<file path="src/rtl/muldiv_pkg.sv">
// Shared definitions for the iterative RV32M multiply/divide unit.
package muldiv_pkg;

  localparam int DEF_WORD_BITWIDTH    = 32;
  localparam int DEF_REG_NUM_BITWIDTH = 5;
  localparam int DEF_CNT_BITWIDTH     = $clog2(DEF_WORD_BITWIDTH + 1);

  localparam logic [2:0] F3_MUL    = 3'd0;
  localparam logic [2:0] F3_MULH   = 3'd1;
  localparam logic [2:0] F3_MULHSU = 3'd2;
  localparam logic [2:0] F3_MULHU  = 3'd3;
  localparam logic [2:0] F3_DIV    = 3'd4;
  localparam logic [2:0] F3_DIVU   = 3'd5;
  localparam logic [2:0] F3_REM    = 3'd6;
  localparam logic [2:0] F3_REMU   = 3'd7;

  typedef enum logic [1:0] {
    IDLE = 2'd0,
    BUSY = 2'd1,
    DONE = 2'd2
  } state_t;

  // Counter width for a given operand width (must hold the value WORD_BITWIDTH).
  function automatic int cnt_bits(input int word_bits);
    return $clog2(word_bits + 1);
  endfunction

endpackage

</file>
<file path="src/rtl/muldiv_step.sv">
// One radix-2 iteration shared by multiply (shift-add) and divide (restoring).
// The accumulator is 2*W bits for both: multiply keeps {partial product, multiplier},
// divide keeps {partial remainder, dividend/quotient}. For divide the quotient bit
// is returned separately and the low bit of acc_next is left 0.
module muldiv_step #(
  parameter int W = 32
) (
  input  logic           is_div,
  input  logic [2*W-1:0] acc,
  input  logic [W-1:0]   operand,
  output logic [2*W-1:0] acc_next,
  output logic           q_bit
);

  logic [W:0]   sum;
  logic [W:0]   trial;
  logic [W-1:0] diff;

  // Compute both candidate updates, then pick by mode.
  always_comb begin
    sum      = {1'b0, acc[2*W-1:W]} + (acc[0] ? {1'b0, operand} : '0);
    trial    = acc[2*W-1:W-1];
    // trial - operand always fits in W bits whenever it is selected
    diff     = trial[W-1:0] - operand;
    q_bit    = 1'b0;
    acc_next = {sum, acc[W-1:1]};
    if (is_div) begin
      q_bit    = (trial >= {1'b0, operand});
      acc_next = {(q_bit ? diff : trial[W-1:0]), acc[W-2:0], 1'b0};
    end
  end

endmodule

</file>
<file path="src/rtl/muldiv_sequencer.sv">
// Iterative RV32M multiply/divide controller for the EX stage.
//
//   state | meaning
//   IDLE  | waiting for an M instruction in EX; latches operands on start
//   BUSY  | one shift-add / shift-subtract iteration per cycle
//   DONE  | result registered, result_valid high, pipeline released
module muldiv_sequencer
  import muldiv_pkg::*;
#(
  parameter int WORD_BITWIDTH    = DEF_WORD_BITWIDTH,
  parameter int REG_NUM_BITWIDTH = DEF_REG_NUM_BITWIDTH
) (
  input  logic                        clk,
  input  logic                        rst_n,
  input  logic                        ex_isMulDiv,
  input  logic [2:0]                  ex_funct3,
  input  logic [WORD_BITWIDTH-1:0]    ex_Rs1Val,
  input  logic [WORD_BITWIDTH-1:0]    ex_Rs2Val,
  input  logic [REG_NUM_BITWIDTH-1:0] ex_Rd,
  input  logic                        flush,
  output logic                        stall,
  output logic [WORD_BITWIDTH-1:0]    result,
  output logic [REG_NUM_BITWIDTH-1:0] result_Rd,
  output logic                        result_valid
);

  localparam int W     = WORD_BITWIDTH;
  localparam int CNT_W = cnt_bits(W);

  state_t                      state;
  logic [2:0]                  op_q;
  logic [REG_NUM_BITWIDTH-1:0] rd_q;
  logic [CNT_W-1:0]            counter;
  logic [2*W-1:0]              acc;
  logic [W-1:0]                opnd;
  logic                        neg_res;
  logic                        neg_rem;

  logic           a_signed, b_signed, a_neg, b_neg;
  logic [W-1:0]   a_mag, b_mag;
  logic           div_zero, div_ovf;
  logic [W-1:0]   short_res;
  logic [2*W-1:0] step_acc, acc_fin, prod;
  logic           q_bit;
  logic [W-1:0]   quo, rem, fin_res;

  // Operand sign handling and shortcut detection for a starting instruction.
  always_comb begin
    a_signed = (ex_funct3 == F3_MULH) || (ex_funct3 == F3_MULHSU) ||
               (ex_funct3 == F3_DIV)  || (ex_funct3 == F3_REM);
    b_signed = (ex_funct3 == F3_MULH) || (ex_funct3 == F3_DIV) ||
               (ex_funct3 == F3_REM);
    a_neg    = a_signed && ex_Rs1Val[W-1];
    b_neg    = b_signed && ex_Rs2Val[W-1];
    a_mag    = a_neg ? -ex_Rs1Val : ex_Rs1Val;
    b_mag    = b_neg ? -ex_Rs2Val : ex_Rs2Val;
    div_zero = ex_funct3[2] && (ex_Rs2Val == '0);
    div_ovf  = ((ex_funct3 == F3_DIV) || (ex_funct3 == F3_REM)) &&
               (ex_Rs1Val == {1'b1, {(W-1){1'b0}}}) && (ex_Rs2Val == '1);
    if (ex_funct3[1])
      short_res = div_zero ? ex_Rs1Val : '0;
    else
      short_res = div_zero ? '1 : {1'b1, {(W-1){1'b0}}};
  end

  muldiv_step #(.W(W)) u_step (
    .is_div   (op_q[2]),
    .acc      (acc),
    .operand  (opnd),
    .acc_next (step_acc),
    .q_bit    (q_bit)
  );

  // Final sign fix-up and word selection, applied to the last iteration's output.
  always_comb begin
    acc_fin = {step_acc[2*W-1:1], step_acc[0] | q_bit};
    prod    = neg_res ? -acc_fin : acc_fin;
    quo     = acc_fin[W-1:0];
    rem     = acc_fin[2*W-1:W];
    if (!op_q[2])
      fin_res = (op_q == F3_MUL) ? prod[W-1:0] : prod[2*W-1:W];
    else if (!op_q[1])
      fin_res = neg_res ? -quo : quo;
    else
      fin_res = neg_rem ? -rem : rem;
  end

  // Held low during reset so the hazard unit sees no stall from this block.
  assign stall = rst_n && ex_isMulDiv && (state != DONE) && !flush;

  // Sequencer FSM with registered result outputs.
  always_ff @(posedge clk or negedge rst_n) begin
    if (!rst_n) begin
      state        <= IDLE;
      op_q         <= F3_MUL;
      rd_q         <= '0;
      counter      <= '0;
      acc          <= '0;
      opnd         <= '0;
      neg_res      <= 1'b0;
      neg_rem      <= 1'b0;
      result       <= '0;
      result_Rd    <= '0;
      result_valid <= 1'b0;
    end else begin
      result_valid <= 1'b0;
      if (flush) begin
        state   <= IDLE;
        counter <= '0;
      end else begin
        case (state)
          IDLE: begin
            if (ex_isMulDiv) begin
              op_q    <= ex_funct3;
              rd_q    <= ex_Rd;
              opnd    <= b_mag;
              acc     <= {{W{1'b0}}, a_mag};
              neg_res <= a_neg ^ b_neg;
              neg_rem <= a_neg;
              if (div_zero || div_ovf) begin
                result       <= short_res;
                result_Rd    <= ex_Rd;
                result_valid <= 1'b1;
                state        <= DONE;
              end else begin
                counter <= CNT_W'(W);
                state   <= BUSY;
              end
            end
          end
          BUSY: begin
            acc     <= acc_fin;
            counter <= counter - 1'b1;
            if (counter == CNT_W'(1)) begin
              result       <= fin_res;
              result_Rd    <= rd_q;
              result_valid <= 1'b1;
              state        <= DONE;
            end
          end
          DONE:    state <= IDLE;
          default: state <= IDLE;
        endcase
      end
    end
  end

endmodule

</file>
<file path="config.mk">
export PLATFORM = sky130hd
export DESIGN_NAME = muldiv_sequencer
export DESIGN_NICKNAME = d
export VERILOG_FILES = /design/src/rtl/muldiv_pkg.sv /design/src/rtl/muldiv_step.sv /design/src/rtl/muldiv_sequencer.sv
export SDC_FILE = /design/constraint.sdc
export NUM_CORES = 1
export LEC_CHECK = 0
export CORE_ASPECT_RATIO = 0.75
export CORE_UTILIZATION = 55
export DETAILED_ROUTE_END_ITERATION = 12
export HOLD_SLACK_MARGIN = 0.1
export PLACE_DENSITY = 0.86
export SKIP_CTS_REPAIR_TIMING = 1
export SYNTH_ARGS = -nofsm -noshare
export SYNTH_HDL_FRONTEND = slang
export SYNTH_SLANG_ARGS = --single-unit
</file>
<file path="constraint.sdc">
create_clock -name clk -period 4.8 [get_ports clk]
set_input_delay 0.96 -clock clk [delete_from_list [all_inputs] [get_ports clk]]
set_output_delay 0.96 -clock clk [all_outputs]
set_load 0.01 [all_outputs]
</file>
==> results.md <==
- The combinational family with the most area after synthesis is compound AO/OA/AOI/OAI gates.
- The number of DRC violations after detailed routing is 0.
- The count of TritonRoute iterations in the first routing pass is 5.
- Overall power consumption after layout is estimated at 10720 uW.
- Setup violations remaining at the end of the flow were counted as 0.
- The tightest slew margin relative to the limit is 0.2956.
- The number of antenna-violating nets in the routed design is 0.
- The count of synthesis-stage warnings from yosys is 0.
- Data on the critical path arrives at its endpoint at about 5.0 ns.
- The post-synthesis cell type count is roughly 100.
- The share of the core filled with cells in the final layout is 0.6946.
- A synthesized cell averages about 7.4 um2.
- The complex-gate fraction of the synthesized area is 0.2941.
- The share of the clock period used by the worst path is 0.9746.
- Clock-pin slew was measured on the worst setup and hold paths at 0.08 ns.
- The number of enable-type register cells in the synthesized netlist is 0.
- The synthesized netlist cell count is between 2000 and 2500.
- The die area is slightly above 30000 um2.
- The worst register-to-register path begins at opnd[16]$_DFFE_PN0P_.
- The via count of the first global-routing pass is 17761.
- The cell area that synthesis handed to floorplanning was 16240 um2.
- Measured in cells, the most critical reg-to-reg path has a length of 17.
- Dividing the detail-routed wire length by the instance count gives 24.34 um.
- The die extent in y is 150.8 um.
- Timing would allow up to 213.8 MHz.
- The net count reported at finish is 2606.
- The number of buffers added on ports is 114.
- TritonCTS created 17 clock buffers.
- The clock tree skew after final layout is 0.01478 ns.
- The kind of critical path is reg -> reg.
- The TritonCTS sink count is between 150 and 200.
- After floorplanning, the core was divided into 54 placement rows.
- The sum of buffers and inverters on the critical path is 3.
- TritonCTS built the clock tree.
- The number of pins exceeding their max-slew limit in the final report was 0.
- Compared with the post-synthesis result, the final layout area differs by 24.28%.
- The post-synthesis xor/xnor area fraction is 0.09548.
- Synthesis produced a netlist with a net count of about 2300.
- The wire length of the first global-routing pass is 103900 um.
- The number of antenna violations at the first check in global routing is 4.
- The maximum number of pins on one net before global-route repair is 78.
- Counting along the longest clock path gives a buffer depth of 2.
- The routed design uses 11440 um of met3 wire.
- The most common cell after layout, fill and taps aside is buf_4.
- At the pin with the least slew margin, the transition time is 1.053 ns.
- Of the total synthesized cell area, the portion taken by full adders, half adders and majority gates is 0.05718.
- The uppermost signal routing layer after detailed routing is met5.
- For this design, the slowest cell found on the critical path is or4_4.
- Of the post-synthesis cell area, the part taken by muxes is 0.03121.
- The most used flip-flop cell after synthesis is dfrtp_1.
- Walking the worst path, the cells encountered are inv_1, ha_1, nand4_1, or4_4, nor4_4, or3_4, nor2_4, buf_4, a311o_4, nor4b_4, nand4_1, buf_4, nand2b_1, nor4_1, nor3_1, a311oi_1, a31oi_1.
- On the worst path, the slowest cell contributes a delay of between 0.6 and 0.7 ns.
- The tree is rooted in a clkbuf_16.
- The HPWL reported at the end of detailed placement is about 54000 um.
- The core footprint is 29050 um2.
- Power spread over the standard cell area amounts to 531.1 nW/um2.
- The simple-gate portion of the synthesized area is 0.2348.
- The worst path needs 4.678 ns of the cycle, external delays included.
- The required arrival time at the worst endpoint is around 5 ns.
- Summing over every cut layer, the via total after detailed routing is 19210.
- Routability-driven placement finished with a final weighted congestion of between 1 and 1.5.
- The sum of routed wire length over all layers is 69700 um.
- The filler cells instantiated in the layout total 2464.
- STA classifies the critical path startpoint as a flip-flop.
- The total routing resource utilization after global routing is 0.4538.
- The sort of element at the end of the critical path is a flip-flop.
- After detailed routing, the number of vias per cell comes to around 6.7.
- The top cell types in the final layout, fill and taps aside, are buf_4, nand2_1, nor2_1.
- Across the VDD grid, the largest voltage drop is 0.0003216 V.
- The number of synthesized register bits is between 150 and 200.
- The number of H-tree levels is 4.
- The flow ran to the end, and the final reports show no timing, DRC or antenna violations.
- The initial utilization of the core area, before any placement, comes to 0.5589.
- The max-capacitance violation count is 0.
- The final hold violation count was 0.
- The highest fanout seen on the critical path is 16.
- The endpoint identified for the worst register-to-register timing path is result[30]$_DFFE_PN0P_.
- The layout cell share with drive strength beyond 1 is 0.1648.
- For this run the aggregate overflow at the end of global routing stands at 0.
- The met2 wirelength from detailed routing is roughly 28000 um.
- The total leakage power is 0.008501 uW.
- The count of pins on the block boundary is 115.
- The cell class contributing the biggest share of worst-path delay is simple AND/OR/NAND/NOR gates.
- The share of the Yosys chip area taken by registers is 0.2343.
- After the first detailed-routing iteration, the DRC count stood at between 2000 and 3000.
- In this run the horizontal extent of the chip is between 200 and 250 um.
- After synthesis, the share of flip-flops with an asynchronous set or reset is 1.000.
- For this block, wires on met1 add up to 28840 um.
- Clock latency on the worst-skew pair, taken at its later pin, is around 0.47 ns.
- The path category of the worst min-delay check is in -> async.
- The setup check on the worst reg-to-reg path leaves a slack of 0.12 ns.
==> cell families (layout without fill, tap and decap cells) <==
group,after synthesis,after routing
AND/OR/NAND/NOR,784,784
XOR/XNOR,177,177
AO/OA/AOI/OAI,749,749
multiplexers,49,49
other,0,2
buffers and inverters,210,486
flip-flops,152,152
adder cells (fa/ha/maj),73,73
==> cell usage after synthesis (30+ instances only) <==
| master | number | area [um2] |
|---|---|---|
| mux2i_1 | 36 | 360.4 |
| nand3_1 | 37 | 185.2 |
| nand2_1 | 241 | 904.6 |
| o21ai_0 | 210 | 1051 |
| inv_1 | 75 | 281.5 |
| o31ai_1 | 31 | 232.7 |
| o211ai_1 | 32 | 240.2 |
| dfrtp_1 | 152 | 3804 |
| a31oi_1 | 30 | 187.7 |
| nor2_1 | 214 | 803.3 |
| clkbuf_1 | 91 | 341.6 |
| ha_1 | 71 | 888.4 |
| nor3_1 | 58 | 290.3 |
| nand4_1 | 44 | 275.3 |
| and2_1 | 45 | 281.5 |
| xnor2_1 | 109 | 954.7 |
| xor2_1 | 68 | 595.6 |
| a21oi_1 | 221 | 1106 |
==> per-stage QoR <==
step,TNS (ns),hold slack (ns),worst slack (ns),area [um2],std cells
5_1_grt,-0.1000,0.4190,-0.02904,20180,2863
3_3_place_gp,-0.07011,0.4643,-0.07011,19350,2827
2_1_floorplan,0,0.4652,0.01272,16290,2194
3_5_place_dp,-0.2853,0.4747,-0.1153,19350,2827
6_report,0,0.4010,0.1220,20180,2864
4_1_cts,-0.2244,0.4153,-0.08852,19940,2859
==> final cells by class <==
cell class,instances,area (um2),area share
well taps,392,490.5,0.02431
clock buffers,19,442.9,0.02195
flip-flops and latches,152,3809,0.1887
inverters,77,289.0,0.01432
multi-input cells,1832,11850,0.5872
diodes,2,5.005,0.0002480
clock inverters,13,145.1,0.007192
repair buffers,377,3149,0.1561
==> sequential cells by signal, indices dropped and copies added (netlist names) <==
signal        count
result_Rd         5
neg_rem           1
op_q              3
rd_q              5
acc              64
opnd             32
result           32
state             2
result_valid      1
counter           6
neg_res           1
==> power by group <==
group	internal [uW]	switching, uW
combinational	3010	4260
clock	786	640
sequential	1640	382
total	5440	5280
==> metal layers <==
metal / GRT usage / vias to the layer above
met5: 0.02597 / -
met1: 0.6372 / 9063
met3: 0.1792 / 174
li1: - / 8524
met4: 0.1153 / 2
met2: 0.6398 / 1447
==> how the worst max path moves through the flow <==
stage	from	to	cells past startpoint	slack, ns
3_5_place_dp	ex_Rs2Val[17]	result[8]$_DFFE_PN0P_	13	-0.12
6_report	opnd[16]$_DFFE_PN0P_	result[30]$_DFFE_PN0P_	17	0.12
5_1_grt	opnd[27]$_DFFE_PN0P_	result[16]$_DFFE_PN0P_	21	-0.03
3_3_place_gp	ex_Rs2Val[17]	result[8]$_DFFE_PN0P_	13	-0.07
2_1_floorplan	op_q[2]$_DFFE_PN0P_	result[22]$_DFFE_PN0P_	21	0.01
4_1_cts	acc[61]$_DFFE_PN0P_	result[16]$_DFFE_PN0P_	20	-0.09
(Power assumes the default switching activity.)
